--- config.mk ---
export PLATFORM = sky130hd
export DESIGN_NAME = matrix_mac_2x2
export DESIGN_NICKNAME = d
export VERILOG_FILES = /design/src/rtl/matrix_mac_2x2.sv
export SDC_FILE = /design/constraint.sdc
export NUM_CORES = 1
export LEC_CHECK = 0
export BUFFER_PORTS_ARGS = -buffer_cell sky130_fd_sc_hd__buf_4
export CAP_MARGIN = 5
export CORE_ASPECT_RATIO = 0.6
export CORE_MARGIN = 4
export CORE_UTILIZATION = 55
export DETAILED_ROUTE_END_ITERATION = 10
export GPL_TIMING_DRIVEN = 0
export PLACE_DENSITY = 0.78
export SLEW_MARGIN = 10
export SYNTH_ARGS = -nofsm -noshare
export SYNTH_HDL_FRONTEND = slang
export SYNTH_SLANG_ARGS = --single-unit
--- constraint.sdc ---
create_clock -name clk -period 3.4 [get_ports clk]
set_input_delay 0.17 -clock clk [delete_from_list [all_inputs] [get_ports clk]]
set_output_delay 0.17 -clock clk [all_outputs]
set_load 0.01 [all_outputs]
--- src/rtl/matrix_mac_2x2.sv ---
// 2x2 matrix multiply-accumulate sequencer: walks the shared selector index 0..7,
// accumulates element products pairwise and publishes C = A x B with a done pulse.
// Optional build macro MATRIX_MAC_SIGNED_EN selects two's-complement elements.
module matrix_mac_2x2 #(
    parameter int          ELEM_W   = 3,
    parameter int          RES_W    = 2*ELEM_W+1,
    parameter logic [3:0]  IDLE_IDX = 4'hF
) (
    input  logic                 clk,
    input  logic                 rst_n,
    input  logic                 start,
    input  logic [ELEM_W-1:0]    elem_a,
    input  logic [ELEM_W-1:0]    elem_b,
    output logic [3:0]           entry_out,
    output logic                 busy,
    output logic                 done,
    output logic [4*RES_W-1:0]   result
);

    typedef enum logic [1:0] {IDLE, RUN, DONE} state_t;

    state_t               state_q, state_d;
    logic [3:0]           entry_q, entry_d;
    logic                 busy_q, busy_d;
    logic                 done_q, done_d;
    logic [RES_W-1:0]     acc_q, acc_d;
    logic [RES_W-1:0]     c00_q, c00_d;
    logic [RES_W-1:0]     c01_q, c01_d;
    logic [RES_W-1:0]     c10_q, c10_d;
    logic [4*RES_W-1:0]   result_q, result_d;
    logic [RES_W-1:0]     prod;
    logic [RES_W-1:0]     sum;

    // Full-width product extended to the result width (sign- or zero-extension by build).
    function automatic logic [RES_W-1:0] mul_ext(input logic [ELEM_W-1:0] a,
                                                 input logic [ELEM_W-1:0] b);
`ifdef MATRIX_MAC_SIGNED_EN
        logic signed [2*ELEM_W-1:0] p;
        logic signed [RES_W-1:0]    pe;
        p  = $signed(a) * $signed(b);
        pe = p;
        return pe;
`else
        logic [2*ELEM_W-1:0] p;
        p = a * b;
        return {{(RES_W-2*ELEM_W){1'b0}}, p};
`endif
    endfunction

    always_ff @(posedge clk) begin
        if (!rst_n) begin
            state_q  <= IDLE;
            entry_q  <= IDLE_IDX;
            busy_q   <= 1'b0;
            done_q   <= 1'b0;
            acc_q    <= '0;
            c00_q    <= '0;
            c01_q    <= '0;
            c10_q    <= '0;
            result_q <= '0;
        end else begin
            state_q  <= state_d;
            entry_q  <= entry_d;
            busy_q   <= busy_d;
            done_q   <= done_d;
            acc_q    <= acc_d;
            c00_q    <= c00_d;
            c01_q    <= c01_d;
            c10_q    <= c10_d;
            result_q <= result_d;
        end
    end

    always_comb begin
        state_d  = state_q;
        entry_d  = entry_q;
        busy_d   = busy_q;
        done_d   = 1'b0;
        acc_d    = acc_q;
        c00_d    = c00_q;
        c01_d    = c01_q;
        c10_d    = c10_q;
        result_d = result_q;
        prod     = mul_ext(elem_a, elem_b);
        sum      = acc_q + prod;

        case (state_q)
            IDLE: begin
                if (start) begin
                    state_d = RUN;
                    entry_d = 4'd0;
                    busy_d  = 1'b1;
                end
            end
            RUN: begin
                // Even index opens a pair, odd index closes it into its C element.
                if (!entry_q[0]) begin
                    acc_d = prod;
                end else begin
                    case (entry_q[2:1])
                        2'd0:    c00_d = sum;
                        2'd1:    c01_d = sum;
                        2'd2:    c10_d = sum;
                        default: result_d = {sum, c10_q, c01_q, c00_q};
                    endcase
                end
                if (entry_q[2:0] == 3'd7) begin
                    entry_d = IDLE_IDX;
                    busy_d  = 1'b0;
                    done_d  = 1'b1;
                    state_d = DONE;
                end else begin
                    entry_d = entry_q + 4'd1;
                end
            end
            DONE: begin
                state_d = IDLE;
            end
            default: begin
                state_d = IDLE;
            end
        endcase
    end

    assign entry_out = entry_q;
    assign busy      = busy_q;
    assign done      = done_q;
    assign result    = result_q;

endmodule

* Yosys cells after proc, flatten, opt, wreduce, memory -nomap -nowiden
Index checks and enable logic that the tools add are counted.
Operators by class: add/subtract/negate cells 2, multipliers 1, equal/unequal tests 6, mux-type cells 10, bitwise gates (word level) 2, reductions and logical operators 13
Operator list (count):
- AND reduction 3 bit | 5
- two-way mux 4 bit | 2
- one-hot mux 4 bit (2 select lines) | 1
- AND reduction 2 bit | 4
- adder 6 x 6 -> 7 bit | 1
- multiplier 3 x 3 -> 6 bit | 1
- adder 4 x 1 -> 4 bit (second input constant) | 1
- equality test 2 x 1 -> 1 bit (second input constant) | 2
- logical NOT 2 bit | 2
- two-way mux 2 bit | 2
- != test 2 bit (second input constant) | 2
- one-hot mux 2 bit (2 select lines) | 1
- equality test 3 bit (second input constant) | 1
- two-way mux 1 bit | 3
- OR reduction 3 bit | 1
- equality test 2 bit (second input constant) | 1
- NOT 1 bit | 2
- one-hot mux 1 bit (2 select lines) | 1
- nonzero test 2 bit | 1
Word-level totals: register bits 63, bits of input ports 9, output and inout bits 34, logic and storage cells 43

* Longest topological paths before layout
Gate-level depths: netlist (run 1).
depth after elaboration 4, mapped depth 12, gate-level depth less buffers 12

* Least setup slack after synthesis (run 1)
Ideal clock, no wire load.
path type in2reg, from in elem_b[2], to reg c01_q[5], data arrival time 2.461 ns, required time 3.249 ns, slack 0.788 ns, stages 11, path buffers 0, path through nand2_1 fa_1 inv_1 ha_1 inv_1 fa_1 inv_1 ha_1 nand3_1 o211ai_1 o311ai_0
On the way: word-level cells in the longest chain between the ends 2
RTL lines:
- start, declared | line 13 | input logic [ELEM_W-1:0] elem_b,
- multiplier 3 x 3 -> 6 bit | line 45 | p = a * b;
- via prod[3] | line 31 | logic [RES_W-1:0] prod;
- adder 6 x 6 -> 7 bit | line 85 | sum = acc_q + prod;
- end signal, assigned | line 58 | c01_q <= '0;
- end signal, assigned | line 68 | c01_q <= c01_d;
- end, declared | line 28 | logic [RES_W-1:0] c01_q, c01_d;
The timed path passes the listed nets, and every way through them passes these cells. A chain may end at the register's enable or synchronous reset.

* Worst setup path in the final report (run 1)
from in elem_b[2], to reg c00_q[6]
On the way: word-level cells in the longest chain between the ends 2
RTL lines:
- multiplier 3 x 3 -> 6 bit | line 45
- via prod[3] | line 31
- adder 6 x 6 -> 7 bit | line 85
- end signal, assigned | line 57 | c00_q <= '0;
- end signal, assigned | line 67 | c00_q <= c00_d;
- end, declared | line 27 | logic [RES_W-1:0] c00_q, c00_d;
The timed path passes the listed nets, and every way through them passes these cells.

==> results of run 1 <==
## stage by stage
step	utilization	power, mW	hold slack [ns]	instances
2_1_floorplan	-	0.9739	0.3710	315
3_3_place_gp	0.6673	1.055	0.4411	420
3_5_place_dp	0.6673	1.062	0.4444	420
4_1_cts	0.7127	1.750	0.2012	435
5_1_grt	0.7127	1.827	0.2255	435
6_report	0.7127	1.747	0.2140	435
## state kept, by name (all words and copies together) (netlist names)
name / count
result: 28
busy: 1
done: 1
acc_q: 6
state_q: 2
entry_out: 4
c00_q: 7
c10_q: 7
c01_q: 7
## path summary, 6_finish.rpt
check	from	to	cells after the start
worst max-delay path	elem_b[2]	c00_q[6]	13
worst min-delay path	rst_n	state_q[0]	3
worst max register to register	acc_q[0]	c00_q[6]	6
worst min register to register	c10_q[5]	result[19]	2
## cell type report
class	count	area, µm²	area share
Buffer	15	71.32	0.02148
Tap cell	63	78.83	0.02374
Sequential cell	63	1261	0.3798
Inverter	8	30.03	0.009043
Clock inverter	4	70.07	0.02110
Multi-Input combinational cell	229	1353	0.4073
Timing Repair Buffer	42	315.3	0.09495
Clock buffer	11	141.4	0.04258
## worst max-delay path: cells and delay by family
kind	cells	cell delay [ns]
compound gates	4	0.92
fa+ha+maj	4	1.52
buf+inv	4	0.28
simple gates	1	0.07
## power breakdown
group,switching (mW),total (mW),internal [mW]
sequential,0.0229,0.790,0.767
clock,0.269,0.695,0.426
combinational,0.161,0.261,0.101
## Yosys cell counts, drive strengths merged, types with 2 or more instances
cell,count,share of area
nor2b,2,0.0046
o21ai,16,0.029
and2,6,0.014
clkbuf,9,0.012
or2,2,0.0046
ha,12,0.055
o211ai,4,0.011
mux2i,6,0.022
inv,7,0.0097
nor3,7,0.013
a21oi,38,0.070
fa,3,0.022
a211oi,6,0.017
buf,6,0.014
nand3b,2,0.0055
o311ai,4,0.013
nand3,13,0.024
a31oi,5,0.012
nand2b,3,0.0069
nor2,17,0.025
nand2,65,0.090
xnor2,2,0.0065
nand4b,5,0.018
dfxtp,63,0.46
a21o,3,0.0083
## metal layers
metal | vias to the layer above | global-route usage
li1 | 1212 | -
met5 | - | 0
met1 | 1100 | 0.3208
met4 | 0 | 0.07155
met3 | 7 | 0.06466
met2 | 76 | 0.3064
## logic make-up (layout without fill, tap and decap cells)
family	Yosys count	in the layout	synth area share
muxes	6	6	0.02212
buffers and inverters	23	80	0.03732
and+or+nand+nor	123	123	0.2120
AOI/OAI and AO/OA	83	83	0.1802
adders and majority gates	15	15	0.07742
xor gates and xnor gates	2	2	0.006453
DFF	63	63	0.4645
==> flow_summary.toml, run 1 <==
[sta]
finalCritPeriodShare = 0.8143
fin_setup_tns_ns = 0
hold_viol_final = 0
relSlewSlack = 0.6075
worst_slew_pin_slew_ns = 0.5887
skew_ns = 0.005504
max_freq_mhz = 361.2
report.final.slew_viol_count = 0
rsz0062_at_grt = "false"
period_needed_ns = 2.769
fin_ws_ns = 0.6312
finalSetupViolations = 0

[detailed_routing]
wl_per_cell_um = 14.75
remaining_drc_errors = 0
vias = 2395
wl_met1_mm = 3.310
antenna_left = 0
wirelength_mm = 6.418
dr.first_iter.drc_count = 163
drt_first_pass_iters = 5
viasPerCell = 5.506
routed-wl-met2_mm = 2.639
top_layer = "met4"
wl_met3_um = 413

[cts]
cts_tree = "yes"
cts_buffers = 9
clkSinkCount = 63
cts_root_buf = "clkbuf_8"
h-tree-depth = 3
cts_max_path_buffers = 2
post-cts-setup-buffers = 0
clk_pin_slew_ns = 0.06
worstSkewPairLatency_ns = 0.33
post_cts_resized = 0
hold_buffers = 0

[layout]
fin_area_um2 = 3321
area_growth_syn_to_layout_pct = 22.30
final_cell_mix = "nand2_1 (65), dfxtp_1 (63), buf_4 (43)"
antenna_cells = 0
nFillCells = 381
drive_above_1_share = 0.1801
final_common_cell = "nand2_1"
nNetsFinal = 392

[outcome]
status = "completed"

[setup_path]
cpPeakStageDelay_ns = 0.52
arrival_ns = 2.95
crit_chain = "buf_4 -> nand2_1 -> fa_1 -> inv_1 -> ha_1 -> inv_1 -> fa_1 -> inv_1 -> ha_1 -> o21ai_0 -> o21bai_1 -> a21oi_1 -> a21oi_1"
critPathMaxFanout = 7
crit_slowest_cell = "fa_1"
critPathKind = "in2reg"
endpoint_kind = "register"
crit_top_cell = "inv_1"
r2r_slack_ns = 1.29
cp-start-kind = "input pin"
worst_ep_required_time_ns = 3.59

[yosys]
synth_ff_type = "dfxtp_1"
yosysSeqAreaShare = 0.4645
synthArstFlopShare = 0
synth.distinct_cells = 42
syn-num-nets = 339
yosysWarnings = 0
synth_edf_count = 0
syn-mean-instance-area_um2 = 8.619
syn-cell-area_um2 = 2715
synthCells = 315
ys_ff_latch = 63

[global_routing]
grt_pass1_vias = 2228
grt_max_degree = 11
grtUsageTotal = 0.2190
grt_overflow = 0
grt_pass1_wl_mm = 10.81
antenna_found_initial = 0

[floorplan]
die_x_um = 98.71
design.die.area_um2 = 6162
die_y_um = 62.43
num_rows = 19
start_util = 0.5827
core_area_um2 = 4659
io_pins = 43

[power]
power.density_nw_per_um2 = 526.0
peakVddDrop_mv = 0.2696
power.leakage_nw = 1.313

[placed_design]
gp_congestion = 0.8735
place_area_um2 = 3109
dp_hpwl_mm = 4.745
post-place-ws_ns = 0.3495
portBuffers = 42

[hold_path]
hp-class = "in2reg"

[job]
cap_violations = 0
No activity file was read; power rests on OpenSTA's default activity.
==> run 2: changes to the inputs <==
Clock period 3.4 ns to 2.9 ns, I/O delays scaled along.
==> run 2 against run 1 <==
Effect of this change:
- cell count is the same
- critical path depth is the same
- final area grew 0.11%
- utilization grew 0.081 points
- via count grew 1.3%
- register-to-register slack lost 0.42 ns
- non-clock buffer count is the same
- power grew 17%
- worst hold slack lost 0.027 ns
==> flow_summary.toml, run 2 (synthesized netlist as in run 1, its figures left out) <==
[outcome]
status = "completed"

[detailed_routing]
remaining_drc_errors = 0
wl_per_cell_um = 14.79
dr.first_iter.drc_count = 142
wirelength_mm = 6.432
viasPerCell = 5.575
drt_first_pass_iters = 5
antenna_left = 0
vias = 2425

[setup_path]
endpoint_kind = "register"
arrival_ns = 2.93
cp-start-kind = "input pin"
critPathMaxFanout = 8
critPathKind = "in2reg"
worst_ep_required_time_ns = 3.14

[power]
power.leakage_nw = 1.314
peakVddDrop_mv = 0.3149
finalPower_mw = 2.049
power.density_nw_per_um2 = 616.5

[placed_design]
post-place-ws_ns = -0.1255
gp_congestion = 0.8735
placedCellCount = 420
portBuffers = 42
dp_hpwl_mm = 4.745

[layout]
area_growth_syn_to_layout_pct = 22.44
fin_util = 0.7135
nNetsFinal = 392
stdcell_count = 435
final_cell_mix = "nand2_1 (65), dfxtp_1 (63), buf_4 (43)"
largest_reg_flops = 28
drive_above_1_share = 0.1828
final_common_cell = "nand2_1"
antenna_cells = 0

[sta]
report.final.slew_viol_count = 0
worst_slew_pin_slew_ns = 0.5977
rsz0062_at_grt = "false"
relSlewSlack = 0.5998
finalCritPeriodShare = 0.9288
skew_ns = 0.005486
max_freq_mhz = 371.3
finalSetupViolations = 0
hold_viol_final = 0
fin_ws_ns = 0.2064
hold_ws_ns = 0.1869
period_needed_ns = 2.694

[floorplan]
die_y_um = 62.43
design.die.area_um2 = 6162
io_pins = 43
core_area_um2 = 4659
start_util = 0.5827
num_rows = 19
die_x_um = 98.71

[cts]
hold_buffers = 0
h-tree-depth = 3
clkSinkCount = 63
worstSkewPairLatency_ns = 0.34
cts_max_path_buffers = 2
cts_tree = "yes"
clk_pin_slew_ns = 0.06
cts_buffers = 9
cts_root_buf = "clkbuf_8"
post-cts-setup-buffers = 0

[global_routing]
grt_pass1_wl_mm = 10.81
grt_pass1_vias = 2228
grt_overflow = 0
grtUsageTotal = 0.2190
grt_max_degree = 11
antenna_found_initial = 0

[job]
cap_violations = 0

[hold_path]
hp-class = "in2reg"
## run 2: repair_timing
action	4_1_cts	5_1_grt
endpoints found under the hold margin	0	0
endpoints found under the setup margin	0	1
resized for setup	0	1
## run 2: routing by layer
metal / vias to the layer above / share of wire / track usage
met2: 81 / 0.41 / 0.3064
met5: - / 0 / 0
li1: 1212 / - / -
met4: 0 / 0.011 / 0.07155
met1: 1123 / 0.50 / 0.3208
met3: 9 / 0.074 / 0.06466
## run 2: area by class of cell
class | count | area (µm²)
clock inverter | 4 | 70.07
inverter | 8 | 30.03
timing repair buffer | 42 | 315.3
multi-input combinational | 229 | 1356
tap | 63 | 78.83
buffer | 15 | 71.32
fill | 382 | 1335
sequential | 63 | 1261
clock buffer | 11 | 141.4
## run 2: power by group
group          switching (mW)  leakage [nW]  internal, mW
registers              0.0266         0.510         0.899
clock network           0.318         0.109         0.500
logic                   0.188         0.695         0.118
total                   0.532          1.31          1.52
## run 2: through the flow
| stage | TNS, ns | area (µm²) |
|---|---|---|
| detailed placement | -0.7616 | 3109 |
| finish | 0 | 3324 |
| floorplan | 0 | 2715 |
| global route | 0 | 3324 |
| CTS | 0 | 3321 |
| global placement | -0.2785 | 3109 |
## run 2: critical path: stages
cell and delay (ns):
buf_4 0.09, nand2_1 0.07, fa_1 0.46, inv_1 0.07, ha_1 0.18, inv_1 0.06
fa_1 0.52, inv_1 0.06, ha_1 0.38, nand3_1 0.10, o211ai_1 0.51, nand4b_1 0.18
o311ai_1 0.12
## run 2: worst paths after layout
check	startpoint	end	slack [ns]	depth (start not counted)
worst max-delay path	elem_b[2]	c10_q[5]	0.21	13
worst min-delay path	rst_n	state_q[0]	0.19	3
worst max register to register	acc_q[0]	c00_q[6]	0.87	6
worst min register to register	c10_q[5]	result[19]	0.45	2
==> run 3: changes to the inputs <==
Settings changed: CORE_MARGIN 4 to 10.
==> run 3 against run 2 <==
Effect of this change:
- critical path depth did not move
- via count is 0.54% lower
- flip-flop and latch count unchanged
- clock power fell by 17%
- highest routed layer unchanged
==> flow_summary.toml, run 3 (synthesized netlist as in run 1, its figures left out) <==
[cts]
h-tree-depth = 3
clk_pin_slew_ns = 0.06
post-cts-setup-buffers = 0
cts_root_buf = "clkbuf_8"
post_cts_resized = 0
worstSkewPairLatency_ns = 0.35
cts_tree = "yes"
clkSinkCount = 63
hold_buffers = 0
cts_max_path_buffers = 2
cts_buffers = 9

[setup_path]
cp-start-kind = "input pin"
endpoint_kind = "register"
startpoint = "elem_b[2]"
worst_ep_required_time_ns = 3.14
r2r_start = "acc_q[0]"
critPathMaxFanout = 8
arrival_ns = 2.93
critPathKind = "in2reg"

[sta]
fin_ws_ns = 0.2147
finalSetupViolations = 0
worst_slew_pin_slew_ns = 0.6121
finalCritPeriodShare = 0.9260
fin_setup_tns_ns = 0
rsz0062_at_grt = "false"
report.final.slew_viol_count = 0
hold_ws_ns = 0.1934
max_freq_mhz = 372.4
hold_viol_final = 0
relSlewSlack = 0.5901
period_needed_ns = 2.685
skew_ns = 0.004937

[floorplan]
start_util = 0.5827
die_x_um = 110.7
die_y_um = 74.43
design.die.area_um2 = 8239
core_area_um2 = 4659
io_pins = 43
num_rows = 19

[detailed_routing]
dr.first_iter.drc_count = 159
wl_per_cell_um = 15.58
vias = 2412
antenna_left = 0
viasPerCell = 5.532
remaining_drc_errors = 0
wirelength_mm = 6.793
drt_first_pass_iters = 4

[placed_design]
place_area_um2 = 3109
gp_congestion = 0.8941
post-place-ws_ns = -0.1087
portBuffers = 42
dp_hpwl_mm = 5.100

[layout]
nFillCells = 414
fin_area_um2 = 3286
area_growth_syn_to_layout_pct = 21.01
final_cell_mix = "nand2_1 (65), dfxtp_1 (63), buf_4 (43)"
final_common_cell = "nand2_1"
antenna_cells = 0
nNetsFinal = 392
fin_util = 0.7052
largest_reg_flops = 28
drive_above_1_share = 0.1796

[global_routing]
grt_max_degree = 11
grt_overflow = 0
grtUsageTotal = 0.1717
antenna_found_initial = 0
grt_pass1_wl_mm = 11.41
grt_pass1_vias = 2306

[power]
peakVddDrop_mv = 0.3816
power.density_nw_per_um2 = 581.6
power.leakage_nw = 1.294

[hold_path]
hp-class = "in2reg"
worstHoldStart = "rst_n"

[job]
cap_violations = 0

[outcome]
status = "completed"
## run 3: cell types whose count changed in the layout (fill, tap and decap cells not counted)
cell,delta
a21oi_2,-1
a21oi_1,+1
clkbuf_8,+1
clkbuf_1,+1
bufinv_16,-2
clkinvlp_4,+1
## run 3: final timing paths
kind / end / slack (ns) / cells past startpoint
worst max register to register: c00_q[6] / 0.82 / 6
worst max-delay path: c01_q[5] / 0.21 / 13
worst min-delay path: state_q[0] / 0.19 / 3
worst min register to register: result[13] / 0.45 / 2
## run 3: where the power goes
group	internal [mW]	leakage, nW	switching [mW]
Clock	0.354	0.0894	0.325
Sequential	0.899	0.510	0.0263
Combinational	0.117	0.694	0.189
Total	1.37	1.29	0.540
## run 3: per-layer routing
metal | global-route usage | wire, µm | part of all wire
met1 | 0.2239 | 3353 | 0.49
met2 | 0.2487 | 2822 | 0.42
met3 | 0.08353 | 561 | 0.083
met4 | 0.04454 | 55 | 0.0081
met5 | 0 | 0 | 0
## run 3: worst max-delay path, cell delays in order
cell and delay (ns):
buf_4 0.09, nand2_1 0.08, fa_1 0.47, inv_1 0.07, ha_1 0.18, inv_1 0.06, fa_1 0.51, inv_1 0.05
ha_1 0.37, nand3_1 0.09, o211ai_1 0.52, nand4b_1 0.16, o311ai_0 0.12
## run 3: cell type report
type                    instances  area (µm²)  area share
multi-input cells             229        1353      0.4117
clock buffers                  13       158.9     0.04836
well taps                      63       78.83     0.02399
inverters                       8       30.03    0.009139
repair buffers                 42       315.3     0.09596
plain buffers                  15       71.32     0.02171
flip-flops and latches         63        1261      0.3839
clock inverters                 3       17.52    0.005331
## run 3: per-stage QoR
step           cells  power, mW
2_1_floorplan    315      1.142
6_report         436      1.911
3_3_place_gp     420      1.239
3_5_place_dp     420      1.247
4_1_cts          436      1.917
5_1_grt          436      2.005
